===== config.mk =====
export PLATFORM = sky130hd
export DESIGN_NAME = serial_addsub_seq
export DESIGN_NICKNAME = d
export VERILOG_FILES = /design/src/rtl/serial_addsub_seq.sv
export SDC_FILE = /design/constraint.sdc
export NUM_CORES = 1
export LEC_CHECK = 0
export BUFFER_PORTS_ARGS = -buffer_cell sky130_fd_sc_hd__buf_2
export CORE_AREA = 4 4 63 65
export DETAILED_ROUTE_END_ITERATION = 10
export DIE_AREA = 0 0 67 69
export GPL_TIMING_DRIVEN = 0
export PLACE_DENSITY = 0.71
export SLEW_MARGIN = 0
export SYNTH_ARGS = -nofsm -noshare
export SYNTH_HDL_FRONTEND = slang
export SYNTH_SLANG_ARGS = --single-unit

===== constraint.sdc =====
create_clock -name clk -period 1.7 [get_ports clk]
set_input_delay 0.34 -clock clk [delete_from_list [all_inputs] [get_ports clk]]
set_output_delay 0.34 -clock clk [all_outputs]
set_load 0.01 [all_outputs]

===== src/rtl/serial_addsub_seq.sv =====
// serial_addsub_seq: bit-serial add/subtract sequencer, LSB-first through a 1-bit cell with registered carry
module serial_addsub_seq #(
    parameter int WIDTH = 8
) (
    input  logic             clk,
    input  logic             rst,
    input  logic             start,
    input  logic [WIDTH-1:0] op_a,
    input  logic [WIDTH-1:0] op_b,
    input  logic             sub,
    output logic             busy,
    output logic             done,
    output logic [WIDTH-1:0] result,
    output logic             carry_out,
    output logic             overflow
);
    localparam int CW = $clog2(WIDTH + 1);

    typedef enum logic [1:0] {IDLE, RUN, DONE} state_t;

    state_t           state, state_nxt;
    logic [WIDTH-1:0] a_q, b_q;
    logic             sub_q, c_q, c_msb;
    logic [CW-1:0]    cnt;
    logic             bx, s, c_nxt, last, accept;

    // one-bit add/sub cell plus FSM next-state and status decode; RUN spends WIDTH bit cycles and one cycle latching flags
    always_comb begin
        bx        = b_q[0] ^ sub_q;
        s         = a_q[0] ^ bx ^ c_q;
        c_nxt     = (a_q[0] & bx) | ((a_q[0] | bx) & c_q);
        last      = cnt == CW'(WIDTH);
        accept    = state == IDLE && start;
        busy      = state == RUN;
        done      = state == DONE;
        state_nxt = state;
        if (state == IDLE && start)
            state_nxt = RUN;
        else if (state == RUN && last)
            state_nxt = DONE;
        else if (state == DONE)
            state_nxt = IDLE;
    end

    // state register, operand capture, bit-serial shifting and flag latching
    always_ff @(posedge clk) begin
        if (rst) begin
            state     <= IDLE;
            a_q       <= '0;
            b_q       <= '0;
            sub_q     <= 1'b0;
            c_q       <= 1'b0;
            c_msb     <= 1'b0;
            cnt       <= '0;
            result    <= '0;
            carry_out <= 1'b0;
            overflow  <= 1'b0;
        end else begin
            state <= state_nxt;
            if (accept) begin
                a_q   <= op_a;
                b_q   <= op_b;
                sub_q <= sub;
                c_q   <= sub;
                cnt   <= '0;
            end else if (state == RUN && !last) begin
                a_q    <= a_q >> 1;
                b_q    <= b_q >> 1;
                result <= {s, result[WIDTH-1:1]};
                c_q    <= c_nxt;
                c_msb  <= cnt == CW'(WIDTH - 1) ? c_q : c_msb;
                cnt    <= cnt + CW'(1);
            end else if (state == RUN) begin
                carry_out <= c_q;
                overflow  <= c_msb ^ c_q;
            end
        end
    end
endmodule


; ---- Word-level counts from Yosys, hierarchy flattened
; Index checks and enable logic that the tools add are counted.
[totals]
regBits = 35
latchBits = 0
ram_bits = 0
romBits = 0
input_bits = 20
word_cells = 47
mem_count = 0
[classes]
n_addsub = 1
mul = 0
div = 0
order_cmp = 0
n_eq_ne = 4
shifts = 0
muxes = 9
bitwise_logic = 10
n_reduce_logical = 12
[op_table]
columns = cell, n
row1 = $mux 8, 4
row2 = $reduce_and 3->1, 2
row3 = $add 4x1->4 const B, 1
row4 = $eq 4x3->1 const B, 1
row5 = $eq 4x4->1 const B, 1
row6 = $mux 2, 2
row7 = $reduce_bool 2->1, 2
row8 = $xor 1x1->1, 4
row9 = $logic_and 1x1->1, 3
row10 = $mux 1, 3
row11 = $reduce_bool 3->1, 1
row12 = $and 1x1->1, 2
row13 = $eq 2x1->1 const B, 1
row14 = $eq 2x2->1 const B, 1
row15 = $logic_not 2->1, 1
row16 = $not 1->1, 2
row17 = $or 1x1->1, 2
row18 = $reduce_and 2->1, 1
row19 = $reduce_or 2->1, 1
row20 = $logic_not 1->1, 1

; ---- Depth between registers and ports, before layout
; Gate-level depths: netlist of the first run.
[logic_depth]
depth_word = 6
depth_mapped = 7
mapped_depth_nobuf = 5

; ---- Worst setup path before layout of the first run
; OpenSTA, ideal clock, no wires.
[synth_timing]
kind = register to register
start = register cnt[0]
end = register a_q[7]
setup_time_ns = 0.132
t_arrival_ns = 1.305
required_ns = 1.568
setup_slack_ns = 0.263
stages_incl_launch_ff = 8
n_path_buf = 2
path_cell_list = dfxtp_1 > inv_1 > ha_1 > and3b_1 > clkbuf_2 > buf_4 > o211ai_1 > a21oi_1
[synth_via]
elab_chain_len = 4
[synth_rtl]
columns = item, line_no
row1 = "start, declared", 24  ; logic [CW-1:0] cnt;
row2 = "start signal, assigned", 72  ; cnt <= cnt + CW'(1);
row3 = $eq 4x4->1, 32  ; last = cnt == CW'(WIDTH);
row4 = $logic_not 1->1, 66  ; end else if (state == RUN && !last) begin
row5 = $logic_and 1x1->1, 66
row6 = $reduce_bool 2->1 (no line), --
row7 = "end signal, assigned", 61  ; a_q <= op_a;
row8 = "end signal, assigned", 67  ; a_q <= a_q >> 1;
row9 = "end, declared", 22  ; logic [WIDTH-1:0] a_q, b_q;
; No other way between the ends.
; A chain may end at the register's enable or synchronous reset.

; ---- Worst setup path in the final report of the first run
[layout_timing]
start = register state[0]
end = output busy
[layout_via]
elab_chain_len = 1
[layout_rtl]
columns = item, line_no
row1 = "start, declared", 21  ; state_t state, state_nxt;
row2 = "start signal, assigned", 59  ; state <= state_nxt;
row3 = $eq 2x1->1, 34  ; busy = state == RUN;
row4 = "end, declared", 11  ; output logic busy,
; No other way between the ends.

==> results.cfg, run 1 <==
[yosys]
synth_fp_nets = 208
yosysWarnings = 0
seq_area_frac_synth_pct = 42.9
synth_top_area_share_pct = 42.9
synth_top_cell_by_area = dfxtp_1
synth_ff_type = dfxtp_1
syn_area_per_cell_um2 = 8.82
yosysMostFrequentCell = dfxtp_1
synth_cell_type_count = 35
syn_inst = 185
synth_edf_count = 0
async_reset_ff_share_pct = 0
synth_common_cells = dfxtp_1 (35), o21ai_0 (30), a21oi_1 (25)
mappedNetlistArea_um2 = 1630
ys_top_cells_by_area = dfxtp_1 (43%), o21ai_0 (9.2%), a21oi_1 (7.7%), nand3_1 (6.4%), a311oi_2 (3.7%)
ys_ff_latch = 35

[sta]
hold_violations = 0
fin_crit_ns = 1.62
slew_headroom_pct = 58.8
setup_viol = 0
tightest_slew_ns = 0.615
tns_ns = 0
timing.fmax_mhz = 616
finClkSkew_ns = 0.00835
maxSlewViolCount = 0
rsz0062_at_grt = no
hold_ws_ns = 0.223
period_share_pct = 95.5

[power]
p_clk_share_pct = 32.4
vdd_drop_max_uv = 387
p_comb_share_pct = 13.0
p_int_mw = 1.19
switching_share_pct = 26.1
cellPowerDensity_nw_per_um2 = 839
total_leakage_power_nw = 0.728
seqPwrFrac_pct = 54.7
p_sw_mw = 0.421

[cells_and_area]
multi_input_area_um2 = 803
regArea_um2 = 704
syn2layout_area_growth_pct = 17.7
nets = 245
diodes = 0
layout.cells.non_filler = 269
fill_cells = 330
drive_gt1_share_pct = 27.8

[cts]
insertion_delay_ns = 0.35
clockRootBuffer = clkbuf_4
ctsHoldBuffers = 0
cts_max_path_buffers = 2
cts_sinks = 35
cts_tree = built
htreeDepth = 2
cts_buffers = 5
path_clk_slew_ns = 0.11

[global_route]
grt_pass1_vias = 1365
grt_util_all_layers_pct = 18.8
antenna_found_initial = 0
grt_pass1_wl_um = 6690
grt_start_max_net_pins = 11
grt_overflow = 0

[setup_path]
cp-start-kind = flip-flop
reg2reg_slack_ns = 0.16
r2r-start = cnt[0]
critPathCapture = busy
worstPathArrival_ns = 1.28
worst-setup-path-type = reg -> out
required_ns = 1.36
ff2ff_path_depth = 7
critical_path.max_fanout = 10
r2r_end = b_q[7]
crit_start = state[0]
cp-end-kind = output pin

[floorplan]
pin_count = 32
core-area_um2 = 3340
dieArea_um2 = 4620
initial_core_util_pct = 48.9
die_h_um = 69
rows = 21
die_w_um = 67

[placement]
dp.cells = 261
io_buffers = 30
gp_congestion = 0.773
hpwl_um = 2750

[drt]
vias = 1509
dr.pass1.iters = 4
wl_met3_um = 300
via_per_inst = 5.61
dr_wl_met2_um = 1720
post_drt_wl_per_cell_um = 14.7
route.detailed.drc = 0
drtIter0Drc = 85
final_antenna_net_count = 0
wl_met1_um = 1850
top_layer = met4
wirelength_um = 3950

[worst_hold_path]
holdCritStartpoint = op_a[7]
hold_class = in -> reg

[status]
outcome = finished, final reports clean

[flow_run]
drv_cap = 0
-- worst min-delay path by stage --
stage / endpoint / slack (ns) / cells past startpoint
after CTS: a_q[7] / 0.22 / 3
after floorplan: sub_q / 0.45 / 2
after global placement: sub_q / 0.46 / 2
final: a_q[7] / 0.22 / 3
after detailed placement: result[1] / 0.47 / 2
after global routing: a_q[7] / 0.22 / 3
-- placed cells by master (no fill, tap or decap), types with 2 or more instances in the layout --
cell,netlist,final
o21ai_0,30,27
o211ai_1,2,2
clkbuf_8,0,2
a311oi_2,4,4
dfxtp_1,35,32
a21oi_1,25,25
inv_1,7,7
buf_2,7,36
dfxtp_2,0,3
clkbuf_4,0,5
a31oi_1,4,4
nor2_1,6,6
nand2_1,6,6
o21ai_1,0,3
a32oi_1,6,6
clkbuf_1,3,4
or3_1,2,2
buf_6,4,5
a311oi_1,2,2
nand3_1,21,21
xnor2_1,2,2
-- critical path: stages, from the launching register on --
cell and delay, ns:
dfxtp_1 0.34, buf_6 0.14, nand2b_4 0.08, inv_1 0.10, buf_6 0.15, buf_2 0.14
-- sequential cells by signal (all words and copies together) (netlist names) --
register   count
sub_q          1
cnt            4
a_q            8
overflow       1
carry_out      1
c_q            1
state          2
b_q            8
c_msb          1
result         8
-- power groups by stage --
stage	clock network [mW]	registers (mW)	logic (mW)
2_1_floorplan	0	0.894	0.140
3_3_place_gp	0	0.898	0.203
3_5_place_dp	0	0.898	0.204
4_1_cts	0.528	0.880	0.206
5_1_grt	0.557	0.886	0.233
6_report	0.522	0.881	0.209
-- through the flow --
stage               cell area [um^2]  utilization, %  total power, mW  setup WS (ns)
finish                          1920            57.6             1.61         0.0761
global route                    1920            57.6             1.68        0.00269
CTS                             1910            57.3             1.61         0.0488
detailed placement              1840            55.1             1.10         0.0804
global placement                1840            55.1             1.10         0.0985
floorplan                       1630               -             1.03          0.263
-- area by class of cell --
type	instances	share of cell area, %
clock buffer	8	3.58
buffer	16	5.73
inverter	7	1.37
tap	46	3.00
multi-input combinational	127	41.8
sequential	35	36.7
timing repair buffer	30	7.82
-- cells by family (layout without fill, tap and decap cells) --
group	after synthesis	count (layout)	share of synthesized area, %
XOR/XNOR	2	2	1.07
flip-flops	35	35	42.9
AO/OA/AOI/OAI	78	78	29.9
adder cells (fa/ha/maj)	3	3	2.76
buffers and inverters	23	61	7.98
AND/OR/NAND/NOR	44	44	15.3
-- timing repair --
item                       in CTS  in global routing
buffers inserted                0                  0
resized for setup               2                  7
setup endpoints to repair       1                 20
-- metal layers --
layer	vias to the layer above	track usage (%)
li1	759	-
met1	692	27.3
met2	51	25.0
met3	7	5.03
met4	0	9.23
met5	-	0
No activity file was read; power rests on OpenSTA's default activity.
==> run 2: changes to the inputs <==
CORE_AREA = 4 4 66 62   (was 4 4 63 65)
DIE_AREA = 0 0 70 66   (was 0 0 67 69)
==> results.cfg, run 2 (same netlist as run 1, synthesis figures left out) <==
[cells_and_area]
drive_gt1_share_pct = 26.9
reg_top3 = a_q (8), b_q (8), result (8)
layout_common_cells = buf_2 (36), dfxtp_1 (33), o21ai_0 (30)
layout_commonest_cell = buf_2
syn2layout_area_growth_pct = 19.0
nets = 245
diodes = 0
finish.utilization_pct = 57.9
layout.cells.non_filler = 267

[floorplan]
pin_count = 32
initial_core_util_pct = 48.7
die_h_um = 66
die_w_um = 70
core-area_um2 = 3350
rows = 20
dieArea_um2 = 4620

[drt]
post_drt_wl_per_cell_um = 15.1
vias = 1510
route.detailed.drc = 0
drtIter0Drc = 132
via_per_inst = 5.66
final_antenna_net_count = 0
dr.pass1.iters = 4
wirelength_um = 4030

[global_route]
grt_pass1_vias = 1391
grt_start_max_net_pins = 11
antenna_found_initial = 0
grt_overflow = 0
grt_util_all_layers_pct = 18.2
grt_pass1_wl_um = 6540

[cts]
postCtsSetupRepairBufs = 0
clockRootBuffer = clkbuf_8
cts_buffers = 5
path_clk_slew_ns = 0.07
ctsHoldBuffers = 0
cts_sinks = 35
cts_resized = 0
insertion_delay_ns = 0.29
cts_max_path_buffers = 2
cts_tree = built
htreeDepth = 2

[sta]
setup_viol = 0
rsz0062_at_grt = no
finalWorstSetupSlack_ns = 0.112
hold_violations = 0
tns_ns = 0
period_share_pct = 93.4
slew_headroom_pct = 58.9
tightest_slew_ns = 0.614
finClkSkew_ns = 0.00640
maxSlewViolCount = 0
timing.fmax_mhz = 630
fin_crit_ns = 1.59

[setup_path]
worst-setup-path-type = reg -> reg
cp-end-kind = flip-flop
cp-start-kind = flip-flop
worstPathArrival_ns = 1.75
critical_path.max_fanout = 10
required_ns = 1.86

[placement]
pre_cts_slack_ns = 0.0957
io_buffers = 30
gp_congestion = 0.806
hpwl_um = 2750
dp.cells = 259

[worst_hold_path]
hold_class = in -> reg

[power]
total_leakage_power_nw = 0.741
vdd_drop_max_uv = 435
cellPowerDensity_nw_per_um2 = 904

[status]
outcome = finished, final reports clean

[flow_run]
drv_cap = 0
## run 2: cell counts in the layout (fill, tap and decap cells not counted)
Identical to the previous run, type by type.
## run 2: metrics by stage
| step | area (um^2) | hold slack (ns) | total power, mW |
|---|---|---|---|
| floorplan | 1630 | 0.450 | 1.03 |
| global placement | 1840 | 0.459 | 1.10 |
| detailed placement | 1840 | 0.465 | 1.10 |
| CTS | 1940 | 0.279 | 1.76 |
| global route | 1940 | 0.289 | 1.83 |
| finish | 1940 | 0.286 | 1.76 |
## run 2: final cells by class
cell class                 instances  area (um^2)
buffer                            16          106
clock buffer                       8          100
fill                             334         1410
inverter                           7         26.3
multi-input combinational        127          801
sequential                        35          703
tap                               44         55.1
timing repair buffer              30          150
## run 2: final timing paths
kind / from / to / slack [ns] / cells past startpoint
worst max-delay path: cnt[0] / b_q[7] / 0.11 / 7
worst min-delay path: op_a[7] / a_q[7] / 0.29 / 3
worst max register to register: cnt[0] / b_q[7] / 0.11 / 7
worst min register to register: result[3] / result[2] / 0.47 / 2
## run 2: critical path, stage by stage (launching register included)
cell      delay [ns]
dfxtp_2         0.36
inv_1           0.06
ha_1            0.24
and3b_1         0.19
clkbuf_2        0.16
buf_4           0.19
o211ai_1        0.18
a21oi_1         0.09
## run 2: per-layer routing
layer | vias to the layer above | wire [um] | global-route usage, %
met5 | - | 0 | 0
met4 | 0 | 50 | 7.66
met3 | 7 | 200 | 5.93
met2 | 36 | 1740 | 26.7
met1 | 709 | 2040 | 24.5
li1 | 758 | - | -
## run 2: power breakdown
part / internal, mW / switching (mW) / leakage (nW) / total [mW]
logic: 0.0859 / 0.120 / 0.402 / 0.206
clock network: 0.370 / 0.298 / 0.0515 / 0.668
registers: 0.859 / 0.0224 / 0.287 / 0.881
